[src/rtl/dec_scan_reg_pkg.sv]
// Shared types and decode helpers for the registered N-to-2^N decoder.
package dec_pkg;

    typedef enum logic [1:0] {
        MODE_ONEHOT = 2'b00,
        MODE_THERMO = 2'b01,
        MODE_SCAN   = 2'b10,
        MODE_RSVD   = 2'b11
    } mode_e;

    // Code 63 overflows the shift to zero, so the mask correctly becomes all ones.
    function automatic logic [63:0] thermo_mask(input logic [5:0] code);
        return (64'd2 << code) - 64'd1;
    endfunction

    function automatic logic [63:0] onehot_mask(input logic [5:0] code);
        return 64'd1 << code;
    endfunction

endpackage

[src/rtl/dec_scan_reg_if.sv]
// Control/handshake bundle between the decoder and its driving logic.
interface dec_scan_reg_if #(parameter int unsigned N = 2);
    import dec_pkg::*;

    logic              en;
    mode_e             mode;
    logic [N-1:0]      din;
    logic              din_valid;
    logic              din_ready;
    logic [(1<<N)-1:0] dout;
    logic              dout_valid;
    logic [N-1:0]      scan_idx;

    modport master (
        output en, mode, din, din_valid,
        input  din_ready, dout, dout_valid, scan_idx
    );

    modport slave (
        input  en, mode, din, din_valid,
        output din_ready, dout, dout_valid, scan_idx
    );

endinterface

[src/rtl/dec_scan_reg_ctr.sv]
// Scan prescaler and index counter; step pulses in the cycle the index advances.
module dec_scan_ctr #(
    parameter int unsigned N        = 2,
    parameter int unsigned SCAN_DIV = 4
) (
    input  logic         clk,
    input  logic         rst,
    input  logic         en,
    input  logic         start,
    output logic         step,
    output logic [N-1:0] idx
);

    localparam int unsigned    PW       = (SCAN_DIV > 1) ? $clog2(SCAN_DIV) : 1;
    localparam logic [PW-1:0] PSC_LAST = PW'(SCAN_DIV - 1);

    logic [PW-1:0] psc_q, psc_d;
    logic [N-1:0]  idx_q, idx_d;

    always_comb begin
        psc_d = psc_q;
        idx_d = idx_q;
        step  = 1'b0;
        if (start) begin
            psc_d = '0;
            idx_d = '0;
        end else if (en) begin
            if (psc_q == PSC_LAST) begin
                psc_d = '0;
                idx_d = idx_q + 1'b1;
                step  = 1'b1;
            end else begin
                psc_d = psc_q + 1'b1;
            end
        end
    end

    always_ff @(posedge clk or posedge rst) begin
        if (rst) begin
            psc_q <= '0;
            idx_q <= '0;
        end else begin
            psc_q <= psc_d;
            idx_q <= idx_d;
        end
    end

    assign idx = idx_q;

endmodule

[src/rtl/dec_scan_reg.sv]
// Registered N-to-2^N decoder with one-hot, thermometer and self-timed scan modes.
module dec_scan_reg
    import dec_pkg::*;
#(
    parameter int unsigned N        = 2,
    parameter int unsigned SCAN_DIV = 4,
    parameter int unsigned OUT_INV  = 0
) (
    input  logic           clk,
    input  logic           rst,
    dec_scan_reg_if.slave  bus
);

    localparam int unsigned   W        = 1 << N;
    localparam logic [W-1:0] INV_MASK = (OUT_INV != 0) ? {W{1'b1}} : {W{1'b0}};

    mode_e        prev_mode_q, prev_mode_d;
    logic [W-1:0] dout_q, dout_d;
    logic         dout_valid_q, dout_valid_d;

    logic         in_scan;
    logic         scan_start;
    logic         scan_step;
    logic         xfer;
    logic [N-1:0] scan_idx;
    logic [N-1:0] idx_next;

    assign in_scan       = bus.en && (bus.mode == MODE_SCAN);
    // prev_mode only advances while enabled, so a frozen block never sees a false entry.
    assign scan_start    = in_scan && (prev_mode_q != MODE_SCAN);
    assign bus.din_ready = bus.en && ((bus.mode == MODE_ONEHOT) || (bus.mode == MODE_THERMO));
    assign xfer          = bus.din_ready && bus.din_valid;
    assign idx_next      = scan_idx + 1'b1;

    dec_scan_ctr #(
        .N        (N),
        .SCAN_DIV (SCAN_DIV)
    ) u_ctr (
        .clk   (clk),
        .rst   (rst),
        .en    (in_scan),
        .start (scan_start),
        .step  (scan_step),
        .idx   (scan_idx)
    );

    always_comb begin
        prev_mode_d  = bus.en ? bus.mode : prev_mode_q;
        dout_d       = dout_q;
        dout_valid_d = 1'b0;
        if (xfer) begin
            if (bus.mode == MODE_THERMO) begin
                dout_d = W'(thermo_mask(6'(bus.din))) ^ INV_MASK;
            end else begin
                dout_d = W'(onehot_mask(6'(bus.din))) ^ INV_MASK;
            end
            dout_valid_d = 1'b1;
        end else if (scan_start) begin
            dout_d       = W'(onehot_mask(6'd0)) ^ INV_MASK;
            dout_valid_d = 1'b1;
        end else if (scan_step) begin
            dout_d       = W'(onehot_mask(6'(idx_next))) ^ INV_MASK;
            dout_valid_d = 1'b1;
        end
    end

    always_ff @(posedge clk or posedge rst) begin
        if (rst) begin
            prev_mode_q  <= MODE_ONEHOT;
            dout_q       <= INV_MASK;
            dout_valid_q <= 1'b0;
        end else begin
            prev_mode_q  <= prev_mode_d;
            dout_q       <= dout_d;
            dout_valid_q <= dout_valid_d;
        end
    end

    assign bus.dout       = dout_q;
    assign bus.dout_valid = dout_valid_q;
    assign bus.scan_idx   = scan_idx;

endmodule
[src/flat_wrapper.sv]
// flat-port wrapper written by rule: the top's interface ports become plain ports
module dec_scan_reg_flat import dec_pkg::*;
#(
    parameter int unsigned N        = 2,
    parameter int unsigned SCAN_DIV = 4,
    parameter int unsigned OUT_INV  = 0
)
  (clk, rst, bus_en, bus_mode, bus_din, bus_din_valid, bus_din_ready, bus_dout, bus_dout_valid, bus_scan_idx);
  dec_scan_reg_if #(.N(N)) bus_i ();
  input  logic clk;
  input  logic rst;
  input wire logic [$bits(bus_i.en)-1:0] bus_en;
  input wire logic [$bits(bus_i.mode)-1:0] bus_mode;
  input wire logic [$bits(bus_i.din)-1:0] bus_din;
  input wire logic [$bits(bus_i.din_valid)-1:0] bus_din_valid;
  output wire logic [$bits(bus_i.din_ready)-1:0] bus_din_ready;
  output wire logic [$bits(bus_i.dout)-1:0] bus_dout;
  output wire logic [$bits(bus_i.dout_valid)-1:0] bus_dout_valid;
  output wire logic [$bits(bus_i.scan_idx)-1:0] bus_scan_idx;
  assign bus_i.en = bus_en;
  assign bus_i.mode = bus_mode;
  assign bus_i.din = bus_din;
  assign bus_i.din_valid = bus_din_valid;
  assign bus_din_ready = bus_i.din_ready;
  assign bus_dout = bus_i.dout;
  assign bus_dout_valid = bus_i.dout_valid;
  assign bus_scan_idx = bus_i.scan_idx;
  dec_scan_reg #(.N(N), .SCAN_DIV(SCAN_DIV), .OUT_INV(OUT_INV)) u_core (.clk(clk), .rst(rst), .bus(bus_i));
endmodule
[config.mk]
export PLATFORM = sky130hd
export DESIGN_NAME = dec_scan_reg_flat
export DESIGN_NICKNAME = d
export VERILOG_FILES = /design/src/rtl/dec_scan_reg_pkg.sv /design/src/rtl/dec_scan_reg_if.sv /design/src/rtl/dec_scan_reg_ctr.sv /design/src/rtl/dec_scan_reg.sv /design/src/flat_wrapper.sv
export SDC_FILE = /design/constraint.sdc
export NUM_CORES = 1
export LEC_CHECK = 0
export ABC_AREA = 1
export BUFFER_PORTS_ARGS = -buffer_cell sky130_fd_sc_hd__buf_2
export CAP_MARGIN = 10
export CORE_MARGIN = 2
export CORE_UTILIZATION = 35
export DETAILED_ROUTE_END_ITERATION = 10
export PLACE_DENSITY = 0.56
export REMOVE_ABC_BUFFERS = 1
export SLEW_MARGIN = 40
export SYNTH_ARGS = -nofsm -noshare
export SYNTH_HDL_FRONTEND = slang
export SYNTH_HIERARCHICAL = 1
export SYNTH_SLANG_ARGS = --single-unit
[constraint.sdc]
create_clock -name clk -period 4.6 [get_ports clk]
set_clock_uncertainty 0.15 [all_clocks]
set_input_delay 1.15 -clock clk [delete_from_list [all_inputs] [get_ports clk]]
set_output_delay 1.15 -clock clk [all_outputs]
set_load 0.005 [all_outputs]
==> run metrics <==
WL/cell 8.97 um; area grow syn2layout 18.4%; die height 47.4 um; Total Routed Length 1160 um; Crit Path Class primary input to output port; std cell rows 15; final setup vio count 0; min-delay src u_core/prev_mode_q[1]; Post-Synthesis Cell Area 658 sq um; vias in the first global route 477; Unique masters post-synth 19; count leader, synth nand2_1; core area 1750 sq um; Residual DRC 0; Mapped Cells 87; port bufs 15; Crit Reg-Reg Startpoint u_core/prev_mode_q[0]; largest net degree at the start of global routing 12; top post-synthesis cells by count nand2_1, inv_1, dfrtp_1; grt ovf 0; crit-path cells buf_2 -> inv_2 -> nor2_1 -> buf_2; Hold WC Path Type register to register; CTS hold repair buffers 0; Tmin final 2880 ps; post-cts sizing count 0; crit path DAT 1580 ps; routability cong. 0.700; top cells by area, synth dfrtp_1, nand2_1, inv_1; Most Used Layer, Global Route met2; startpoint types primary input; Die Area 2240 sq um; post-route cell area 779 sq um; R2R cell count 10; Max-slew headroom 69.0%; post-DP HPWL 955 um; Detail Route Antenna Nets 0; grt met3 use 5.77%; share of cells above drive strength 1 26.9%; placed standard-cell area 748 sq um; GRT Resource Usage Total 12.7%; VDD IR max 168 uV; power per cell area 345 nW/um^2; Sum Neg Setup Slack 0 ps; flops & latches, synth 11; Slowest-stage cell, CP buf_2; crit share post-route 62.6%; htree depth 1; TritonCTS Buffers 3; largest area contributor in the netlist dfrtp_1; nature of the critical path endpoint output port; vias per inst 4.38; Initial Utilization 37.7%; ys flop type dfrtp_1; Worst Hold Depth 2; global-route wire length before repair 1980 um; critical path fanouts, max 4; share of the synthesized area in the top cell type 41.8%; Slew Limit Fails 0; asr flop ratio synth 100%; Critical R2R Capture u_core/bus.dout[2]; sequential fraction of the synthesis area 41.8%; yosys warns 6; Mean Syn Cell Area 7.56 sq um; die width 47.4 um; total of max-cap violations 0; worst-skew pair later-pin latency 270 ps; CP dominant cell by count buf_2; Clock Path Buffers 2; DRT Pass-1 Iters 4; EDFF count, synth 0; RSZ-0062 raised after global routing false; diode count 0; Worst-Margin Slew 462 ps; via count 565; Leak Pwr 0.439 nW; Worst EP required 3300 ps; final hold viol count 0; reg-to-reg slack, setup 2980 ps; final net count 114; Sink Count 11; 1st-iter DRT viols 6; Ports 16; GRT met2 Usage 20.0%; initial antenna violation count 0; grt met1 use 16.3%; CTS tree built; maximum clock frequency 347 MHz; setup bufs post-CTS 0; max incr delay on CP 130 ps; origin of the worst setup path bus_en; worst hold endpoint u_core/prev_mode_q[1]; CTS Root Cell clkbuf_4; Worst-path clk slew 70 ps; status complete, no violations
==> registers in the layout, indices dropped and copies added (netlist names) <==
| name | count |
|---|---|
| u_core/prev_mode_q | 2 |
| u_core/bus.dout | 4 |
| u_core/u_ctr/idx | 2 |
| u_core/bus.dout_valid | 1 |
| u_core/u_ctr/psc_q | 2 |
==> placed cells by master (no fill, tap or decap) <==
cell      Yosys  final
nand4_1       5      5
inv_1        16     16
dfrtp_1      11     11
o211ai_2      1      1
nor2_2        1      1
o21ai_0       4      4
inv_2         3      3
ha_1          1      1
buf_2         0     15
clkbuf_1      0      1
a21oi_1       3      3
xnor2_1       1      1
nand3_1       6      6
nand3_4       1      1
nor2_1        7      7
nor2_4        1      1
nor3_2        0      1
clkbuf_4      0      3
nand3_2       2      2
nand2_1      21     21
==> per-stage QoR <==
stage	std cells	worst slack, ps	power, mW	util, %	hold WS [ps]
after floorplan	85	1980	0.180	-	327
after global placement	125	1680	0.205	42.9	357
after detailed placement	125	1670	0.207	42.9	362
after CTS	129	1720	0.273	44.4	378
after global routing	129	1680	0.294	44.7	430
final	129	1720	0.269	44.7	374
==> routing by layer <==
metal / up-vias / share of wire (%) / wire [um]
li1: 306 / - / -
met1: 243 / 45 / 519
met2: 16 / 49 / 563
met3: 0 / 6.4 / 74
met4: 0 / 0 / 0
met5: - / 0 / 0
==> worst max-delay path: cells and delay by family <==
| family | cells | cell delay [ps] |
|---|---|---|
| and+or+nand+nor | 1 | 120 |
| buffers and inverters | 3 | 320 |
==> worst max-delay path by stage <==
stage / endpoint / slack [ps] / cells past startpoint
finish: bus_din_ready / 1720 / 4
global route: bus_din_ready / 1680 / 4
CTS: bus_din_ready / 1720 / 4
detailed placement: u_core/bus.dout[2] / 1670 / 10
global placement: u_core/bus.dout[2] / 1680 / 10
floorplan: bus_din_ready / 1980 / 2
==> kinds of logic after synthesis <==
kind of cell / count (synthesis) / synth area share (%)
flip-flops: 11 / 41.8
adder cells (fa/ha/maj): 1 / 1.90
AO/OA/AOI/OAI: 8 / 7.22
AND/OR/NAND/NOR: 45 / 34.4
buffers and inverters: 21 / 13.3
XOR/XNOR: 1 / 1.33
==> layout make-up <==
type	instances	area, sq um
well taps	25	31.3
repair buffers	15	75.1
multi-input cells	55	300
clock buffers	4	26.3
fillers	186	966
flip-flops and latches	11	275
inverters	19	71.3
==> power breakdown <==
group	leakage (nW)	switching (mW)	internal, mW
combinational	0.290	0.0411	0.0324
clock	0.0150	0.0312	0.0336
sequential	0.134	0.0139	0.117
total	0.439	0.0863	0.183
(Power assumes the default switching activity.)
